### src/rtl/stackcalc_sequencer_if.sv
// Host-side program/control bus of the stackcalc sequencer.
interface stackcalc_sequencer_if #(
  parameter int ADDR_W = 4
);
  logic              prog_we;
  logic [ADDR_W-1:0] prog_addr;
  logic [3:0]        prog_data;
  logic [ADDR_W:0]   prog_len;
  logic              start;
  logic              abort;
  logic              busy;
  logic              done;
  logic              step_valid;
  logic [ADDR_W-1:0] step_pc;
  logic [7:0]        result;

  modport master (
    output prog_we, prog_addr, prog_data, prog_len, start, abort,
    input  busy, done, step_valid, step_pc, result
  );

  modport slave (
    input  prog_we, prog_addr, prog_data, prog_len, start, abort,
    output busy, done, step_valid, step_pc, result
  );
endinterface

### src/rtl/stackcalc_sequencer.sv
// Plays a stored nibble program into the stackcalc core, generating its clock and reset.
// Optional STACKCALC_SEQ_LOOP_EN adds loop_en for continuous replay until abort.
module stackcalc_sequencer #(
  parameter int DEPTH       = 16,
  parameter int ADDR_W      = 4,
  parameter int HALF_PERIOD = 1,
  parameter int RST_CYCLES  = 2
) (
  input  logic                 clk,
  input  logic                 rst,
  stackcalc_sequencer_if.slave bus,
`ifdef STACKCALC_SEQ_LOOP_EN
  input  logic                 loop_en,
`endif
  output logic [7:0]           calc_io_in,
  input  logic [7:0]           calc_io_out
);

  localparam int CNT_W = (HALF_PERIOD > 1) ? $clog2(HALF_PERIOD) : 1;
  localparam int RC_W  = (RST_CYCLES > 1) ? $clog2(RST_CYCLES) : 1;
  localparam logic [CNT_W-1:0] CNT_LAST = CNT_W'(HALF_PERIOD - 1);
  localparam logic [RC_W-1:0]  RC_LAST  = RC_W'(RST_CYCLES - 1);
  localparam logic [ADDR_W:0]  DEPTH_L  = (ADDR_W + 1)'(DEPTH);

  localparam logic [2:0] S_IDLE    = 3'd0;
  localparam logic [2:0] S_CRST_LO = 3'd1;
  localparam logic [2:0] S_CRST_HI = 3'd2;
  localparam logic [2:0] S_STEP_LO = 3'd3;
  localparam logic [2:0] S_STEP_HI = 3'd4;
  localparam logic [2:0] S_FIN     = 3'd5;

  logic [2:0]        state;
  logic [ADDR_W-1:0] pc;
  logic [ADDR_W:0]   len;
  logic [CNT_W-1:0]  cnt;
  logic [RC_W-1:0]   rcnt;
  logic [7:0]        result_q;
  logic [3:0]        store [DEPTH];

  logic busy_i;
  logic phase_end;
  logic last_step;
  logic step_fire;
  logic loop_go;

  assign busy_i    = (state != S_IDLE) && (state != S_FIN);
  assign phase_end = (cnt == CNT_LAST);
  assign last_step = ({1'b0, pc} == (len - (ADDR_W + 1)'(1)));
  // An abort in the final HI cycle wins: that step is neither reported nor captured.
  assign step_fire = (state == S_STEP_HI) && phase_end && !bus.abort;

`ifdef STACKCALC_SEQ_LOOP_EN
  logic loop_q;

  always_ff @(posedge clk or negedge rst) begin
    if (!rst) begin
      loop_q <= 1'b0;
    end else if (state == S_IDLE && bus.start) begin
      loop_q <= loop_en;
    end
  end

  // Dropping loop_en mid-run lets the current pass finish, then exits to FIN.
  assign loop_go = loop_q & loop_en;
`else
  assign loop_go = 1'b0;
`endif

  always_ff @(posedge clk or negedge rst) begin
    if (!rst) begin
      for (int i = 0; i < DEPTH; i++) begin
        store[i] <= 4'h0;
      end
    end else if (state == S_IDLE && bus.prog_we) begin
      store[bus.prog_addr] <= bus.prog_data;
    end
  end

  always_ff @(posedge clk or negedge rst) begin
    if (!rst) begin
      state <= S_IDLE;
      pc    <= '0;
      len   <= '0;
      cnt   <= '0;
      rcnt  <= '0;
    end else if (busy_i && bus.abort) begin
      state <= S_IDLE;
      cnt   <= '0;
      rcnt  <= '0;
    end else begin
      case (state)
        S_IDLE: begin
          if (bus.start) begin
            len   <= (bus.prog_len > DEPTH_L) ? DEPTH_L : bus.prog_len;
            pc    <= '0;
            cnt   <= '0;
            rcnt  <= '0;
            state <= S_CRST_LO;
          end
        end
        S_CRST_LO: begin
          if (phase_end) begin
            cnt   <= '0;
            state <= S_CRST_HI;
          end else begin
            cnt <= cnt + CNT_W'(1);
          end
        end
        S_CRST_HI: begin
          if (phase_end) begin
            cnt <= '0;
            if (rcnt == RC_LAST) begin
              rcnt  <= '0;
              state <= (len == '0) ? S_FIN : S_STEP_LO;
            end else begin
              rcnt  <= rcnt + RC_W'(1);
              state <= S_CRST_LO;
            end
          end else begin
            cnt <= cnt + CNT_W'(1);
          end
        end
        S_STEP_LO: begin
          if (phase_end) begin
            cnt   <= '0;
            state <= S_STEP_HI;
          end else begin
            cnt <= cnt + CNT_W'(1);
          end
        end
        S_STEP_HI: begin
          if (phase_end) begin
            cnt <= '0;
            if (last_step) begin
              if (loop_go) begin
                pc    <= '0;
                state <= S_STEP_LO;
              end else begin
                state <= S_FIN;
              end
            end else begin
              pc    <= pc + ADDR_W'(1);
              state <= S_STEP_LO;
            end
          end else begin
            cnt <= cnt + CNT_W'(1);
          end
        end
        S_FIN:   state <= S_IDLE;
        default: state <= S_IDLE;
      endcase
    end
  end

  always_ff @(posedge clk or negedge rst) begin
    if (!rst) begin
      result_q <= 8'h00;
    end else if (step_fire && last_step) begin
      result_q <= calc_io_out;
    end
  end

  // Decoded from state alone, so async reset forces 8'h02 (clock low) with no extra edge.
  always_comb begin
    calc_io_in = 8'h02;
    case (state)
      S_CRST_LO: calc_io_in = 8'h02;
      S_CRST_HI: calc_io_in = 8'h03;
      S_STEP_LO: calc_io_in = {2'b00, store[pc], 2'b00};
      S_STEP_HI: calc_io_in = {2'b00, store[pc], 2'b01};
      S_FIN:     calc_io_in = 8'h00;
      default:   calc_io_in = 8'h02;
    endcase
  end

  assign bus.busy       = busy_i;
  assign bus.done       = (state == S_FIN);
  assign bus.step_valid = step_fire;
  assign bus.step_pc    = pc;
  assign bus.result     = result_q;

endmodule
### src/flat_wrapper.sv
// flat-port wrapper written by rule: the top's interface ports become plain ports
module stackcalc_sequencer_flat 
#(
  parameter int DEPTH       = 16,
  parameter int ADDR_W      = 4,
  parameter int HALF_PERIOD = 1,
  parameter int RST_CYCLES  = 2
)
  (clk, rst, calc_io_in, calc_io_out, bus_prog_we, bus_prog_addr, bus_prog_data, bus_prog_len, bus_start, bus_abort, bus_busy, bus_done, bus_step_valid, bus_step_pc, bus_result);
  stackcalc_sequencer_if #(.ADDR_W(ADDR_W)) bus_i ();
  input  logic clk;
  input  logic rst;
  output logic [7:0] calc_io_in;
  input  logic [7:0] calc_io_out;
  input wire logic [$bits(bus_i.prog_we)-1:0] bus_prog_we;
  input wire logic [$bits(bus_i.prog_addr)-1:0] bus_prog_addr;
  input wire logic [$bits(bus_i.prog_data)-1:0] bus_prog_data;
  input wire logic [$bits(bus_i.prog_len)-1:0] bus_prog_len;
  input wire logic [$bits(bus_i.start)-1:0] bus_start;
  input wire logic [$bits(bus_i.abort)-1:0] bus_abort;
  output wire logic [$bits(bus_i.busy)-1:0] bus_busy;
  output wire logic [$bits(bus_i.done)-1:0] bus_done;
  output wire logic [$bits(bus_i.step_valid)-1:0] bus_step_valid;
  output wire logic [$bits(bus_i.step_pc)-1:0] bus_step_pc;
  output wire logic [$bits(bus_i.result)-1:0] bus_result;
  assign bus_i.prog_we = bus_prog_we;
  assign bus_i.prog_addr = bus_prog_addr;
  assign bus_i.prog_data = bus_prog_data;
  assign bus_i.prog_len = bus_prog_len;
  assign bus_i.start = bus_start;
  assign bus_i.abort = bus_abort;
  assign bus_busy = bus_i.busy;
  assign bus_done = bus_i.done;
  assign bus_step_valid = bus_i.step_valid;
  assign bus_step_pc = bus_i.step_pc;
  assign bus_result = bus_i.result;
  stackcalc_sequencer #(.DEPTH(DEPTH), .ADDR_W(ADDR_W), .HALF_PERIOD(HALF_PERIOD), .RST_CYCLES(RST_CYCLES)) u_core (.clk(clk), .rst(rst), .bus(bus_i), .calc_io_in(calc_io_in), .calc_io_out(calc_io_out));
endmodule
### config.mk
export PLATFORM = sky130hd
export DESIGN_NAME = stackcalc_sequencer_flat
export DESIGN_NICKNAME = d
export VERILOG_FILES = /design/src/rtl/stackcalc_sequencer_if.sv /design/src/rtl/stackcalc_sequencer.sv /design/src/flat_wrapper.sv
export SDC_FILE = /design/constraint.sdc
export NUM_CORES = 1
export LEC_CHECK = 0
export BUFFER_PORTS_ARGS = -buffer_cell sky130_fd_sc_hd__buf_2
export CAP_MARGIN = 15
export CORE_ASPECT_RATIO = 1.5
export CORE_MARGIN = 2
export CORE_UTILIZATION = 40
export DETAILED_ROUTE_END_ITERATION = 8
export MAX_ROUTING_LAYER = met4
export PLACE_DENSITY = 0.55
export SLEW_MARGIN = 40
export SYNTH_ARGS = -nofsm -noshare
export SYNTH_HDL_FRONTEND = slang
export SYNTH_SLANG_ARGS = --single-unit
export TNS_END_PERCENT = 20
### constraint.sdc
create_clock -name clk -period 4.49 [get_ports clk]
set_input_delay 0.2245 -clock clk [delete_from_list [all_inputs] [get_ports clk]]
set_output_delay 0.2245 -clock clk [all_outputs]
set_load 0.02 [all_outputs]
==> flow_summary.json <==
{
  "floorplan.initialDensity": 0.410,
  "multi_input_area_um2": 1920,
  "dpl.hpwl_um": 6350,
  "vias_per_cell": 5.56,
  "die_area_um2": 11200,
  "worstSetupPathDepth": 5,
  "crit_family": "buffers and inverters",
  "irDropWorstVdd_mv": 0.193,
  "finalNetCount": 387,
  "fillers": 956,
  "synth_edf_count": 0,
  "post-synth-top-area-cell": "dfrtp_1",
  "n_antenna_cell": 0,
  "route.detailed.drc": 0,
  "fin_ws_ns": 2.11,
  "fmax_mhz": 419,
  "critPathLaunchType": "register",
  "antenna_found_initial": 0,
  "slew_headroom": 0.456,
  "path_max_fanout": 22,
  "clk_path_buf_depth": 2,
  "drive_gt1_frac": 0.441,
  "seq_area_frac_synth": 0.512,
  "p_sw_frac": 0.300,
  "critPathBufInv": 2,
  "synthTopCellsByArea": "dfrtp_1 51%, mux2_2 20%, mux4_2 8.7%",
  "cp.required_ns": 4.27,
  "final.setup.tns_ns": 0,
  "path_cells": "buf_4 -> mux4_2 -> a22oi_1 -> a21oi_1 -> buf_2",
  "final_common_cell": "dfrtp_1",
  "path_class": "reg2out",
  "synth-main-ff-cell": "dfrtp_1",
  "routed_wl_um": 8840,
  "power_density_nw_per_um2": 561,
  "seq_power_share": 0.466,
  "die_h_um": 129,
  "cell_internal_pwr_mw": 1.87,
  "r2r_cells": 4,
  "maxCapViolations": 0,
  "drtIter0Drc": 106,
  "track_usage": 0.177,
  "wl_per_cell_um": 18.4,
  "synth_area_um2": 4150,
  "grt_start_max_net_pins": 61,
  "clockRootBuffer": "clkbuf_16",
  "cp.arrival_ns": 2.16,
  "cts_buffers": 9,
  "io_pins": 49,
  "cts.sinks": 85,
  "regArea_um2": 2130,
  "hold_violations": 0,
  "die_w_um": 87.2,
  "cpPeakStageDelay_ns": 0.55,
  "path_clk_slew_ns": 0.06,
  "power.switching_mw": 0.799,
  "hold_class": "in2reg",
  "drv_slew": 0,
  "post_synth_num_cell_types": 38,
  "cp_slowest_cell": "mux4_2",
  "whs_path_depth": 2,
  "area.growth.synth_to_final_pct": 14.5,
  "worst_slew_pin_slew_ns": 0.810,
  "synth_top_area_frac": 0.512,
  "vias": 2670,
  "cts_tree": "yes",
  "crit_path_end_kind": "output pin",
  "ys_ff_latch": 85,
  "grt_pass1_vias": 2789,
  "h-tree-depth": 3,
  "syn_inst": 313,
  "rsz0062_at_grt": "no",
  "grt-ovfl-total": 0,
  "async_flop_share": 1.00,
  "ys.warnings.count": 0,
  "combPwrFrac": 0.281,
  "min_period_over_period": 0.531,
  "portBuffers": 46,
  "coreArea_um2": 10100,
  "setup_violations": 0,
  "final_cell_mix": "84 x dfrtp_1, 73 x mux2_2, 45 x buf_2",
  "firstDrtPassIters": 4,
  "run_status": "complete, no violations",
  "ant_nets": 0,
  "worstSkewPairLatency_ns": 0.34,
  "cellLeakagePower_nw": 2.18,
  "post_cts_buffers": 0,
  "pre_cts_ws_ns": 2.22,
  "grt_pass1_wl_um": 14500,
  "synth.avg_cell_area_um2": 13.3,
  "cts_resized": 0,
  "finalClockSkew_ns": 0.00703,
  "pwr-share-clk": 0.253,
  "period_minus_slack_ns": 2.38,
  "rows": 45,
  "place_congestion": 0.774
}
## per-layer routing
metal | up-vias | GRT usage | wire, µm
met4 | 0 | 0.0706 | 155
met3 | 13 | 0.0321 | 306
li1 | 1229 | - | -
met5 | - | - | 0
met1 | 1376 | 0.209 | 3690
met2 | 52 | 0.298 | 4690
## sequential cells by signal, indices dropped and copies added (netlist names)
| signal | cells |
|---|---|
| u_core.store | 64 |
| u_core.bus.step_pc | 4 |
| u_core.rcnt | 1 |
| u_core.bus.result | 8 |
| u_core.len | 5 |
| u_core.state | 3 |
## final timing paths
check / startpoint / endpoint / slack [ns]
worst max-delay path: u_core.bus.step_pc[0]$_DFFE_PN0P_ / calc_io_in[4] / 2.11
max in group asynchronous: rst / u_core.bus.step_pc[1]$_DFFE_PN0P_ / 3.28
min in group asynchronous: rst / u_core.state[0]$_DFFE_PN0P_ / 0.34
worst max register to register: u_core.state[2]$_DFFE_PN0P_ / u_core.store[17]$_DFFE_PN0P_ / 2.19
worst min-delay path: calc_io_out[1] / u_core.bus.result[1]$_DFFE_PN0P_ / 0.11
worst min register to register: u_core.store[21]$_DFFE_PN0P_ / u_core.store[21]$_DFFE_PN0P_ / 0.50
## layout make-up
cell class	count	share of cell area
flip-flops and latches	85	0.448
multi-input cells	206	0.404
repair buffers	49	0.0550
clock buffers	10	0.0503
well taps	117	0.0308
inverters	8	0.00632
clock inverters	5	0.00579
## kinds of logic (layout without fill, tap and decap cells)
| logic type | after synthesis | in the layout | share of synthesized area |
|---|---|---|---|
| AO/OA/AOI/OAI | 31 | 31 | 0.0491 |
| XOR/XNOR | 6 | 6 | 0.0127 |
| adder cells (fa/ha/maj) | 2 | 2 | 0.00603 |
| buffers and inverters | 23 | 72 | 0.0259 |
| flip-flops | 85 | 85 | 0.512 |
| multiplexers | 93 | 93 | 0.294 |
| other | 1 | 2 | 0.000903 |
| AND/OR/NAND/NOR | 72 | 72 | 0.0986 |
## repair_timing
| action | 4_1_cts | 5_1_grt |
|---|---|---|
| setup endpoints to repair | 0 | 0 |
| endpoints found under the hold margin | 25 | 0 |
| hold buffers | 1 | 0 |
## cells in the mapped netlist, drive strengths merged, types with 2 or more instances
master / count
dfrtp: 85
mux2: 73
nand2: 26
mux4: 16
a22oi: 9
nor2: 9
nor3: 9
o21ai: 9
clkbuf: 8
inv: 8
buf: 7
nor2b: 7
a21oi: 6
nand2b: 6
mux2i: 4
nand3: 4
xnor2: 4
and2: 3
ha: 2
nor3b: 2
xor2: 2
## stage by stage
step	power, mW	std cells	utilization	hold slack (ns)	cell area [µm²]
final	2.67	480	0.469	0.114	4750
after global routing	2.83	480	0.469	0.111	4750
after CTS	2.69	480	0.469	0.108	4750
after detailed placement	2.01	464	0.441	0.155	4470
after global placement	1.98	464	0.441	0.151	4470
after floorplan	1.80	314	-	-0.0711	4160
## power by group through the flow
| stage | sequential (mW) | clock [mW] | combinational, mW |
|---|---|---|---|
| 6_report | 1.24 | 0.674 | 0.749 |
| 4_1_cts | 1.24 | 0.693 | 0.759 |
| 3_5_place_dp | 1.26 | 0 | 0.757 |
| 5_1_grt | 1.28 | 0.729 | 0.822 |
| 2_1_floorplan | 1.17 | 0 | 0.630 |
| 3_3_place_gp | 1.24 | 0 | 0.742 |
Note: power is estimated with default switching activity, not from simulation.
